## config.mk

```make
export PLATFORM = sky130hd
export DESIGN_NAME = alu_operand_mux
export DESIGN_NICKNAME = d
export VERILOG_FILES = /design/src/rtl/alu_operand_mux.sv
export SDC_FILE = /design/constraint.sdc
export NUM_CORES = 1
export LEC_CHECK = 0
export ABC_AREA = 0
export CAP_MARGIN = 10
export CORE_MARGIN = 2
export CORE_UTILIZATION = 42
export DETAILED_ROUTE_END_ITERATION = 10
export PLACE_DENSITY = 0.86
export SLEW_MARGIN = 20
export SYNTH_ARGS = -nofsm -noshare
export SYNTH_HDL_FRONTEND = slang
export SYNTH_SLANG_ARGS = --single-unit
```

## constraint.sdc

```tcl
create_clock -name clk -period 4 [get_ports clk]
set_clock_uncertainty 0.2 [all_clocks]
set_input_delay 0.8 -clock clk [delete_from_list [all_inputs] [get_ports clk]]
set_output_delay 0.8 -clock clk [all_outputs]
set_load 0.01 [all_outputs]
```

## src/rtl/alu_operand_mux.sv

```systemverilog
// Registered ALU operand source select with stall/flush pipeline control,
// sticky out-of-range select flag and a saturating consecutive-stall counter.
module alu_operand_mux #(
    parameter int WIDTH = 32,
    parameter int NSRC  = 2,
    parameter int SELW  = 1
) (
    input  logic                  clk,
    input  logic                  rst_n,
    input  logic [NSRC*WIDTH-1:0] in_data,
    input  logic [SELW-1:0]       sel,
    input  logic                  in_valid,
    input  logic                  stall,
    input  logic                  flush,
    input  logic                  err_clr,
    output logic [WIDTH-1:0]      out,
    output logic                  out_valid,
    output logic [SELW-1:0]       out_sel,
    output logic                  sel_err,
    output logic [15:0]           stall_cnt
);

    generate
        if (WIDTH < 1) begin : g_bad_width
            $error("alu_operand_mux: WIDTH must be >= 1");
        end
        if (NSRC < 2 || NSRC > 16) begin : g_bad_nsrc
            $error("alu_operand_mux: NSRC must be in 2..16");
        end
        if (SELW != $clog2(NSRC)) begin : g_bad_selw
            $error("alu_operand_mux: SELW must equal clog2(NSRC)");
        end
    endgenerate

    localparam logic [SELW:0] NSRC_L = (SELW+1)'(NSRC);

    logic [WIDTH-1:0] masked [NSRC];
    logic [WIDTH-1:0] sel_data;
    logic             sel_in_range;

    // One-hot masked sources OR'd together; an out-of-range sel matches no
    // source and yields zero without indexing past the array.
    genvar gi;
    generate
        for (gi = 0; gi < NSRC; gi++) begin : g_src
            assign masked[gi] = (sel == SELW'(gi)) ? in_data[gi*WIDTH +: WIDTH] : '0;
        end
    endgenerate

    always_comb begin
        sel_data = '0;
        for (int k = 0; k < NSRC; k++) begin
            sel_data = sel_data | masked[k];
        end
    end

    assign sel_in_range = ({1'b0, sel} < NSRC_L);

    logic [WIDTH-1:0] out_reg,       out_next;
    logic             out_valid_reg, out_valid_next;
    logic [SELW-1:0]  out_sel_reg,   out_sel_next;
    logic             sel_err_reg,   sel_err_next;
    logic [15:0]      stall_cnt_reg, stall_cnt_next;
    logic             err_set;

    assign err_set = !flush && !stall && in_valid && !sel_in_range;

    always_comb begin
        out_next       = out_reg;
        out_valid_next = out_valid_reg;
        out_sel_next   = out_sel_reg;
        stall_cnt_next = stall_cnt_reg;
        if (flush) begin
            out_next       = '0;
            out_valid_next = 1'b0;
            out_sel_next   = '0;
            stall_cnt_next = '0;
        end else if (stall) begin
            if (out_valid_reg && stall_cnt_reg != 16'hFFFF) begin
                stall_cnt_next = stall_cnt_reg + 16'd1;
            end
        end else begin
            stall_cnt_next = '0;
            if (in_valid) begin
                out_next       = sel_in_range ? sel_data : '0;
                out_valid_next = 1'b1;
                out_sel_next   = sel;
            end else begin
                out_next       = '0;
                out_valid_next = 1'b0;
                out_sel_next   = '0;
            end
        end
    end

    // A new error in the same cycle as a clear request keeps the flag set.
    always_comb begin
        sel_err_next = err_set | (sel_err_reg & ~err_clr);
    end

    always_ff @(posedge clk) begin
        if (!rst_n) begin
            out_reg       <= '0;
            out_valid_reg <= 1'b0;
            out_sel_reg   <= '0;
            sel_err_reg   <= 1'b0;
            stall_cnt_reg <= '0;
        end else begin
            out_reg       <= out_next;
            out_valid_reg <= out_valid_next;
            out_sel_reg   <= out_sel_next;
            sel_err_reg   <= sel_err_next;
            stall_cnt_reg <= stall_cnt_next;
        end
    end

    assign out       = out_reg;
    assign out_valid = out_valid_reg;
    assign out_sel   = out_sel_reg;
    assign sel_err   = sel_err_reg;
    assign stall_cnt = stall_cnt_reg;

endmodule

```

==> results of run 1 <==
layer usage:
layer | vias to the layer above | wire, µm | share of wire, % | global-route usage, %
li1 | 1106 | - | - | -
met4 | 0 | 133 | 2.2 | 7.45
met3 | 12 | 538 | 9.0 | 8.35
met2 | 91 | 3100 | 52 | 37.1
met5 | - | 0 | 0 | 0
met1 | 1007 | 2240 | 37 | 22.9
layout make-up:
type / instances / area (µm²)
Multi-Input combinational cell: 177 / 1140
Timing Repair Buffer: 123 / 1220
Sequential cell: 51 / 1020
Fill cell: 435 / 1530
Tap cell: 70 / 87.6
Inverter: 1 / 3.75
Clock buffer: 7 / 96.3
Clock inverter: 1 / 7.51
cell families (layout without fill, tap and decap cells):
| family | Yosys count | count (layout) | synth area share [%] |
|---|---|---|---|
| adder cells (fa/ha/maj) | 1 | 1 | 0.561 |
| XOR/XNOR | 3 | 3 | 1.18 |
| AND/OR/NAND/NOR | 81 | 81 | 18.9 |
| flip-flops | 51 | 51 | 45.8 |
| AO/OA/AOI/OAI | 58 | 58 | 15.4 |
| buffers and inverters | 14 | 132 | 2.92 |
| multiplexers | 34 | 34 | 15.3 |
report_power, final:
group / total, mW / switching (mW) / internal [mW]
Combinational: 0.134 / 0.0430 / 0.0909
Clock: 0.323 / 0.166 / 0.158
Sequential: 0.520 / 0.00470 / 0.515
through the flow:
step	cell area (µm²)	util (%)	total power, mW	setup slack (ns)	hold WS, ns
floorplan	2230	-	0.574	2.03	0.284
global placement	3480	68.1	0.664	1.39	0.232
detailed placement	3480	68.1	0.667	1.34	0.246
CTS	3580	70.1	0.987	1.56	0.264
global route	3580	70.1	1.02	1.51	0.290
finish	3580	70.1	0.977	1.56	0.256
tightest hold or removal path, cell delays in order (launching register included):
cell and delay, ns:
dfxtp_1 0.33, nand2_1 0.04, o21ai_0 0.05
cells in the final DEF (no fill, tap or decap), drive strengths merged, types with 2 or more instances in the layout:
| cell | n |
|---|---|
| nor2 | 9 |
| a21oi | 5 |
| clkdlybuf4s50 | 120 |
| o311ai | 2 |
| buf | 3 |
| o41ai | 2 |
| nor4 | 3 |
| and3 | 2 |
| dfxtp | 51 |
| nor3 | 3 |
| mux2i | 34 |
| nand3 | 4 |
| clkbuf | 7 |
| and4 | 2 |
| xnor2 | 2 |
| nand4 | 6 |
| a31oi | 4 |
| and3b | 2 |
| nand2 | 42 |
| or3 | 2 |
| o21ai | 39 |
synthesized netlist by cell type (all sizes together):
master	number
o41ai	2
nor4	3
or4	1
nand2	42
and2	1
buf	3
nand4bb	1
a31o	1
nor3	3
a311oi	1
dfxtp	51
ha	1
clkbuf	9
or2	1
a41o	1
xnor2	2
nand4	6
o31ai	1
o211ai	1
and4	2
o311ai	2
nand2b	1
and3	2
dlymetal6s2s	1
and3b	2
inv	1
xor2	1
or3	2
mux2i	34
nand3b	1
a21oi	5
a31oi	4
o21ai	39
a211oi	1
nor2	9
nand3	4
worst max-delay path by stage:
stage | depth (start not counted) | from | slack, ns | to
after floorplan | 5 | flush | 2.03 | stall_cnt[2]
after global placement | 5 | rst_n | 1.39 | out[11]
after detailed placement | 5 | rst_n | 1.34 | out[26]
after CTS | 1 | stall_cnt[2] | 1.56 | stall_cnt[2]
after global routing | 1 | stall_cnt[2] | 1.51 | stall_cnt[2]
final | 1 | stall_cnt[2] | 1.56 | stall_cnt[2]
==> results.yml, run 1 <==
yosys:
  syn-num-nets: 314
  synth_cell_type_count: 43
  synth.area.top_cells: "dfxtp_1 (46%), mux2i_1 (15%), o21ai_0 (8.8%)"
  syn_avg_cell_area_um2: 9.21
  yosysTopAreaCellShare_pct: 45.8
  netlist_area_um2: 2230
  syn_inst: 242
  yosys.area.top_type: "dfxtp_1"
  synth_warnings: 0
  synth-seq-cells: 51
  seq_area_frac_synth_pct: 45.8
worst_setup_path:
  cp-end-kind: "output port"
  path_cells: "clkdlybuf4s50_1"
  path_buf_inv: 1
  criticalPathCategory: "reg -> out"
  rr_endpoint: "stall_cnt[10]"
  crit_slowest_cell: "clkdlybuf4s50_1"
  rrSetupSlack_ns: 1.98
  crit_family: "buffers and inverters"
  ff2ff_path_depth: 5
  cp-start-kind: "flop"
  critPathRequiredTime_ns: 3.00
  slowest_delay_ns: 0.61
  crit_arrival_ns: 1.44
  r2r_start: "stall_cnt[0]"
  cp_max_fo: 8
pwr:
  cellLeakagePower_nw: 1.34
  irDropWorstVdd_v: 0.000189
  p_per_area_nw_per_um2: 273
layout:
  drive_gt1_share_pct: 5.56
  final-instance-count-excl-fill: 430
  largest_register_ffs: 32
  nets: 431
  area_growth_pct: 60.6
  insertedDiodeCount: 0
timing:
  setup_violations: 0
  relSlewSlack_pct: 38.1
  timing.fmax_mhz: 411
  period_share_pct: 60.9
  worstMarginPinSlew_ns: 0.928
  final_hold_viol_count: 0
  fin_crit_ns: 2.44
  rsz0062_at_grt: "no"
  final_max_slew_viol_count: 0
  setup_tns_ns: 0
cts:
  htree_levels: 2
  clkTransAtPathRegs_ns: 0.09
  insertion_delay_ns: 0.30
  clockBufferDepth: 2
  cts_resized: 0
  cts_tree: "built"
  clock_tree.root_cell: "clkbuf_8"
  post-cts-setup-buffers: 0
  cts_buffers: 5
  holdBufCountCts: 0
  clock_sinks: 51
drt:
  drt_iter0_markers: 53
  wl_per_cell_um: 14.0
  vias: 2216
  routed_wl_um: 6010
  ant_nets: 0
  via_per_inst: 5.15
  drc: 0
  drt_pass1_iterations: 4
die:
  num_io_pins: 122
  core_area_um2: 5110
  die_area_um2: 5900
  start_util_pct: 43.6
  dieWidth_um: 76.8
  rows: 26
  die_h_um: 76.8
hold_path:
  holdPathEnd: "out[22]"
  holdPathStages: 2
  min_path_type: "reg -> reg"
  worstHoldStart: "out[22]"
global_routing:
  grt_pass1_vias: 2158
  grt_pass1_wl_um: 10100
  overflow: 0
  track_usage_pct: 21.1
  antenna_found_initial: 0
  grt_max_degree: 35
run:
  max-cap-violations: 0
place:
  place_inst: 422
  portBuffers: 121
  dp.final_hpwl_um: 4600
  gp_congestion: 0.846
run_status:
  status: "complete, no violations"
Power figures use the tool's default switching activity.
==> inputs of run 2 (changes only) <==
Settings changed: CORE_UTILIZATION 42 to 35, PLACE_DENSITY 0.86 to 0.76.
Clock period 4 ns to 2 ns, I/O delays scaled along.
==> run 2 against run 1 <==
Against the previous run: count of clock-buffer cells in the layout fell by 1; die area rose by 19%; largest power group unchanged; sequential power rose by 100%; utilization fell by 11 points; power rose by 94%; hold slack improved by 0.0027 ns; routed wire length rose by 0.17%; combinational power rose by 110%; non-clock buffer count rose by 11; first-iteration DRC count rose by 32%.
==> results.yml, run 2 (synthesized netlist as in run 1, its figures left out) <==
run_status:
  status: "complete, no violations"
drt:
  drt_iter0_markers: 70
  vias: 2242
  drt_pass1_iterations: 4
  via_per_inst: 5.00
  ant_nets: 0
  routed_wl_um: 6020
  drc: 0
  wl_per_cell_um: 13.4
global_routing:
  grt_pass1_vias: 2244
  overflow: 0
  track_usage_pct: 17.5
  grt_pass1_wl_um: 10000
  antenna_found_initial: 0
  grt_max_degree: 35
timing:
  setup_tns_ns: 0
  timing.hold.ws_ns: 0.259
  relSlewSlack_pct: 72.9
  fin_crit_ns: 1.93
  final_max_slew_viol_count: 0
  final_hold_viol_count: 0
  period_share_pct: 96.5
  setup_violations: 0
  setup_slack_ns: 0.0706
  timing.fmax_mhz: 518
  rsz0062_at_grt: "no"
  worstMarginPinSlew_ns: 0.401
layout:
  layout_common_cells: "clkdlybuf4s50_1 (120), dfxtp_1 (47), nand2_1 (42)"
  area_growth_pct: 65.9
  largest_register_ffs: 32
  finish.utilization_pct: 59.2
  drive_gt1_share_pct: 9.16
  insertedDiodeCount: 0
  final_common_cell: "clkdlybuf4s50_1"
  nets: 442
  design_area_um2: 3700
  final-instance-count-excl-fill: 448
  fill_cells: 572
die:
  start_util_pct: 35.7
  num_io_pins: 122
  die_area_um2: 7020
  rows: 29
  dieWidth_um: 83.8
  die_h_um: 83.8
  core_area_um2: 6240
worst_setup_path:
  crit_arrival_ns: 1.33
  critPathRequiredTime_ns: 1.40
  path_cells: "buf_4, clkdlybuf4s50_1"
  cp_max_fo: 4
  cp-end-kind: "output port"
  slowest_delay_ns: 0.52
  crit_slowest_cell: "clkdlybuf4s50_1"
  cp-start-kind: "flop"
  criticalPathCategory: "reg -> out"
  path_buf_inv: 2
  crit_family: "buffers and inverters"
cts:
  clock_sinks: 51
  clockBufferDepth: 2
  cts_tree: "built"
  cts_buffers: 5
  post-cts-setup-buffers: 0
  insertion_delay_ns: 0.30
  clkTransAtPathRegs_ns: 0.09
  htree_levels: 2
  clock_tree.root_cell: "clkbuf_8"
pwr:
  p_clk_share_pct: 30.6
  p_switching_mw: 0.432
  p_per_area_nw_per_um2: 513
  power_frac_seq_pct: 54.7
  cellLeakagePower_nw: 1.41
  total_power_mw: 1.90
  irDropWorstVdd_v: 0.000269
  p_int_mw: 1.46
  swShare_pct: 22.8
  comb_power_share_pct: 14.6
place:
  pre_cts_ws_ns: 0.0761
  portBuffers: 121
  gp_congestion: 0.810
  place_inst: 440
  dp.final_hpwl_um: 4620
  placed_cell_area_um2: 3590
run:
  max-cap-violations: 0
hold_path:
  min_path_type: "reg -> reg"
-- run 2: changes by cell type in the layout (fill, tap and decap cells not counted) --
cell	change
buf_12	+2
o41ai_2	-1
clkbuf_1	+1
dfxtp_4	+1
buf_4	+9
dfxtp_1	-4
o41ai_4	+1
dfxtp_2	+3
clkbuf_8	-2
clkinv_2	+1
-- run 2: power by group through the flow --
stage | combinational, mW | sequential (mW) | clock (mW)
2_1_floorplan | 0.0791 | 1.07 | 0
5_1_grt | 0.300 | 1.04 | 0.652
3_3_place_gp | 0.278 | 1.06 | 0
6_report | 0.277 | 1.04 | 0.581
4_1_cts | 0.281 | 1.04 | 0.601
3_5_place_dp | 0.280 | 1.06 | 0
-- run 2: timing repair --
action                                  CTS  global route
hold buffers                              0             0
endpoints found under the setup margin    2             4
cloned                                    0             0
resized for setup                         2             4
-- run 2: area by class of cell --
class | count | area (µm²) | share of cell area [%]
inverters | 1 | 3.75 | 0.102
clock buffers | 6 | 72.6 | 1.96
well taps | 77 | 96.3 | 2.61
clock inverters | 2 | 12.5 | 0.339
flip-flops and latches | 51 | 1030 | 27.8
multi-input cells | 177 | 1150 | 31.2
repair buffers | 134 | 1330 | 36.0
-- run 2: path summary, 6_finish.rpt --
kind                   end  slack [ns]    startpoint  depth (start not counted)
max              out_valid        0.07     out_valid                          2
min                 out[1]        0.26        out[1]                          2
max reg2reg  stall_cnt[13]        0.17  stall_cnt[0]                          6
min reg2reg         out[1]        0.26        out[1]                          2
-- run 2: layer usage --
layer / wire length, µm / share of wire [%] / track usage, %
met1: 2430 / 40 / 19.9
met2: 3010 / 50 / 30.7
met3: 551 / 9.2 / 7.42
met4: 34 / 0.56 / 3.96
met5: 0 / 0 / 0
-- run 2: worst reg2reg max path, cell delays in order (launching register included) --
cell	delay [ns]
dfxtp_1	0.33
ha_1	0.21
nand4_2	0.18
buf_4	0.16
o211ai_1	0.09
or4_1	0.43
a21oi_1	0.16
==> variant 1 (config.mk and constraints of run 2) <==
The parameter `WIDTH` goes from 32 to 16.
--- a/src/rtl/alu_operand_mux.sv
+++ b/src/rtl/alu_operand_mux.sv
@@ -2,5 +2,5 @@
 // sticky out-of-range select flag and a saturating consecutive-stall counter.
 module alu_operand_mux #(
-    parameter int WIDTH = 32,
+    parameter int WIDTH = 16,
     parameter int NSRC  = 2,
     parameter int SELW  = 1
Ports: changed (resized in_data and out); port bits go from 122 to 74. The function was not compared with the original's and may differ.
==> variant 1 against run 2 <==
Wire length shrank 34%. Sequential share of layout area shrank 0.77 points. Die area shrank 28%. Cell area shrank 29%. Total power shrank 20%. Area after synthesis shrank 30%. Worst setup slack lost 0.015 ns. Sequential cell count shrank 16. Largest cell class unchanged.
==> variant 1: results (changes against run 2) <==
\begin{tabular}{lr}
\hline
Metric & Value \\
\hline
\multicolumn{2}{l}{\textbf{Outcome}} \\
\quad Result of the run & finished clean (unchanged) \\
\multicolumn{2}{l}{\textbf{Cells and area}} \\
\quad Final-stage net count & 304 (was 442) \\
\quad Footprint of the multi-input gates & 837 µm² (was 1150 µm²) \\
\quad Layout Cells excl Fill & 317 (was 448) \\
\multicolumn{2}{l}{\textbf{Power}} \\
\quad Clock distribution power & 0.000657 W (was 0.000581 W) \\
\quad Clock network power share & 0.431 (was 0.306) \\
\quad Switching Power & 0.000308 W (was 0.000432 W) \\
\quad Combinational Power & 0.000157 W (was 0.000277 W) \\
\quad Highest ir drop seen on vdd & 0.000400 V (was 0.000269 V) \\
\multicolumn{2}{l}{\textbf{Routing}} \\
\quad Metal3 WL & 395 µm (was 551 µm) \\
\quad Met1 routed wirelength after detailed routing & 1.75 mm (was 2.43 mm) \\
\quad Routed WL & 3.95 mm (was 6.02 mm) \\
\quad Drt initial violations & 72 (was 70) \\
\quad Vias after detailed routing & 1,608 (was 2,242) \\
\multicolumn{2}{l}{\textbf{Place}} \\
\quad Final weighted congestion of routability-driven global placement & 0.829 (was 0.810) \\
\quad Total placed instance area & 2480 µm² (was 3590 µm²) \\
\multicolumn{2}{l}{\textbf{Clocking}} \\
\quad Clock transition at the register clock pins on the worst setup and hold paths after CTS & 0.07 ns (was 0.09 ns) \\
\quad Later-pin clock latency in the skew report & 0.28 ns (was 0.30 ns) \\
\multicolumn{2}{l}{\textbf{GRT}} \\
\quad Global-route wire length before repair & 6.37 mm (was 10.0 mm) \\
\quad Met3 track demand over resource & 0.0840 (was 0.0742) \\
\quad Maximum number of pins on one net before global-route repair & 18 (was 35) \\
\quad GR Util All Layers & 0.158 (was 0.175) \\
\multicolumn{2}{l}{\textbf{Critical path}} \\
\quad Worst Reg-to-Reg Cells & 4 (was 6) \\
\multicolumn{2}{l}{\textbf{Timing}} \\
\quad Max\_slew headroom & 0.775 (was 0.729) \\
\multicolumn{2}{l}{\textbf{Synthesis}} \\
\quad Part of the Yosys area used for sequential elements & 0.448 (was 0.458) \\
\quad Cell types occupying the most area after synthesis & dfxtp\_1 45\%, mux2i\_1 10\%, o21ai\_0 7.7\% (was dfxtp\_1 46\%, mux2i\_1 15\%, o21ai\_0 8.8\%) \\
\hline
\end{tabular}
variant 1: path summary, 6_finish.rpt:
check	startpoint	to	slack, ns
min reg2reg	out[0]	out[0]	0.25
min	out[0]	out[0]	0.25
max	stall_cnt[8]	stall_cnt[8]	0.06
max reg2reg	stall_cnt[1]	stall_cnt[13]	0.12
variant 1: logic make-up (layout without fill, tap and decap cells):
kind of cell | Yosys count | after routing | share of synthesized area
compound gates | 44 | 44 | 0.165
fa+ha+maj | 1 | 1 | 0.00799
simple gates | 65 | 65 | 0.233
flops | 35 | 35 | 0.448
buf+inv | 11 | 102 | 0.0328
mux | 16 | 16 | 0.102
xor+xnor | 2 | 2 | 0.0112
variant 1: cell type report:
type                       instances  area share
timing repair buffer              90       0.333
multi-input combinational        128       0.320
sequential                        35       0.271
clock buffer                       6      0.0316
tap                               52      0.0249
clock inverter                     2      0.0134
inverter                           4     0.00575
variant 1: worst min-delay path, cell delays in order, from the launching register on:
cell	delay (ns)
dfxtp_1	0.33
nand2_1	0.04
o21ai_0	0.05
==> variant 2 (settings of run 2) <==
Made on the original files. Put one more register stage on the output `stall_cnt`. The value now appears one clock later. The other outputs are not delayed to match.
--- a/src/rtl/alu_operand_mux.sv
+++ b/src/rtl/alu_operand_mux.sv
@@ -119,5 +119,7 @@
     assign out_sel   = out_sel_reg;
     assign sel_err   = sel_err_reg;
-    assign stall_cnt = stall_cnt_reg;
+    always_ff @(posedge clk) begin
+        stall_cnt <= stall_cnt_reg;
+    end
 
 endmodule
Formal check against the unedited RTL: not equivalent (Yosys sat finds a counterexample within 4 cycles, from zero or initial values and one cycle with rst_n low).
==> variant 2 against run 2 <==
The flow now finishes with violations (setup timing). Total power up 50%. Sequential cell count up 16. Sequential power up 31%. Area after synthesis up 15%. Die area up 14%. Worst setup slack worse by 0.096 ns. Worst hold slack worse by 0.067 ns. Non-clock buffer count up 8. Cell area up 16%. Wire length up 10%.
==> variant 2: results (changes against run 2) <==
\begin{tabular}{lr}
\hline
Metric & Value \\
\hline
\multicolumn{2}{l}{\textbf{Synthesis}} \\
\quad Post-Syn Nets & 336 (was 314) \\
\quad Distinct cells, synth & 41 (was 43) \\
\quad Post-synth design cell area & 2560 µm² (was 2230 µm²) \\
\quad Part of the Yosys area used for sequential elements & 0.524 (was 0.458) \\
\quad Ranking of synthesized cells by instance count & 67 x dfxtp\_1, 43 x nand2\_1, 36 x o21ai\_0 (was 51 x dfxtp\_1, 42 x nand2\_1, 39 x o21ai\_0) \\
\multicolumn{2}{l}{\textbf{Critical path}} \\
\quad Launch point of the critical path & stall\_cnt\_reg[1] (was out\_valid) \\
\quad Crit Reg-Reg Endpoint & stall\_cnt\_reg[5] (was stall\_cnt[13]) \\
\quad Worst Reg-to-Reg Cells & 5 (was 6) \\
\quad Maximum fanout along the worst path & 5 (was 4) \\
\multicolumn{2}{l}{\textbf{Place}} \\
\quad Post-Place Worst Slack & -0.0323 ns (was 0.0761 ns) \\
\quad Half-perimeter wire length after detailed placement & 4.86 mm (was 4.62 mm) \\
\quad Total placed instance area & 4000 µm² (was 3590 µm²) \\
\multicolumn{2}{l}{\textbf{Routing}} \\
\quad Drt initial violations & 97 (was 70) \\
\quad Vias after detailed routing & 2,488 (was 2,242) \\
\quad Routed wire length per instance & 13.1 µm (was 13.4 µm) \\
\multicolumn{2}{l}{\textbf{Clocking}} \\
\quad Later-pin clock latency in the skew report & 0.34 ns (was 0.30 ns) \\
\quad Clock transition at the register clock pins on the worst setup and hold paths after CTS & 0.07 ns (was 0.09 ns) \\
\quad H-tree depth & 3 (was 2) \\
\multicolumn{2}{l}{\textbf{Timing}} \\
\quad PnR worst setup slack & -0.0252 ns (was 0.0706 ns) \\
\quad Sum of negative setup slack & -0.0252 ns (was 0 ns) \\
\quad Max\_slew headroom & 0.675 (was 0.729) \\
\quad Setup-violating endpoint count in the final report & 1 (was 0) \\
\multicolumn{2}{l}{\textbf{Outcome}} \\
\quad Failing checks & setup timing \\
\quad Result of the run & finished, violations left (was finished clean) \\
\multicolumn{2}{l}{\textbf{Cells and area}} \\
\quad Fraction of final layout cells sized beyond drive strength 1 & 0.125 (was 0.0916) \\
\quad Final-stage net count & 475 (was 442) \\
\quad Count of fill cells added during filler insertion & 599 (was 572) \\
\multicolumn{2}{l}{\textbf{GRT}} \\
\quad Vias in the first global route & 2,256 (was 2,244) \\
\quad Global-route wire length before repair & 10.3 mm (was 10.0 mm) \\
\quad Antenna violations before repair & 0 (unchanged) \\
\quad GR Util All Layers & 0.169 (was 0.175) \\
\hline
\end{tabular}
==> variant 2: power breakdown <==
part	internal, W	leakage [nW]	switching, W
clock network	0.000699	0.113	0.000506
logic	0.000191	0.991	0.0000891
registers	0.00135	0.542	0.00000774
==> variant 2: logic make-up after synthesis <==
| family | share of synthesized area |
|---|---|
| AO/OA/AOI/OAI | 0.133 |
| adder cells (fa/ha/maj) | 0.00489 |
| flip-flops | 0.524 |
| AND/OR/NAND/NOR | 0.173 |
| multiplexers | 0.133 |
| buffers and inverters | 0.0318 |
==> variant 2: area by class of cell <==
class,count,area [µm²],share of cell area
Clock buffer,9,124,0.0290
Clock inverter,7,92.6,0.0217
Inverter,4,15.0,0.00351
Multi-Input combinational cell,179,1170,0.275
Sequential cell,67,1350,0.315
Tap cell,99,124,0.0290
Timing Repair Buffer,142,1400,0.327
==> variant 2: critical path: stages, from the launching register on <==
cell      delay, ns
dfxtp_2        0.36
ha_4           0.14
nand4_1        0.20
or4_4          0.65
a311oi_2       0.30
a41o_1         0.12
==> variant 2: worst min-delay path by stage <==
stage	from	to	slack (ns)	cells after the start
after global placement	stall_cnt_reg[14]	stall_cnt[14]	0.17	0
final	stall_cnt_reg[14]	stall_cnt[14]	0.19	0
after CTS	stall_cnt_reg[14]	stall_cnt[14]	0.20	0
after detailed placement	stall_cnt_reg[14]	stall_cnt[14]	0.19	0
after global routing	stall_cnt_reg[14]	stall_cnt[14]	0.21	0
after floorplan	stall_cnt_reg[14]	stall_cnt[14]	0.16	0
==> variant 2: timing repair <==
item,CTS,global route
pin swaps,1,3
setup buffers,0,3
gates cloned,0,1
setup endpoints to repair,3,8
resized for setup,2,6
==> variant 2: metrics by stage <==
step                instances  hold WS, ns
finish                    507        0.192
global route              507        0.207
CTS                       503        0.196
detailed placement        487        0.186
global placement          487        0.173
floorplan                 264        0.163
==> variant 2: metal layers <==
metal  part of all wire  up-vias  track usage
li1                   -     1228            -
met4              0.018        0       0.0841
met2               0.51       90        0.286
met3              0.081       13       0.0582
met1               0.39     1157        0.188
met5                  0        -            0
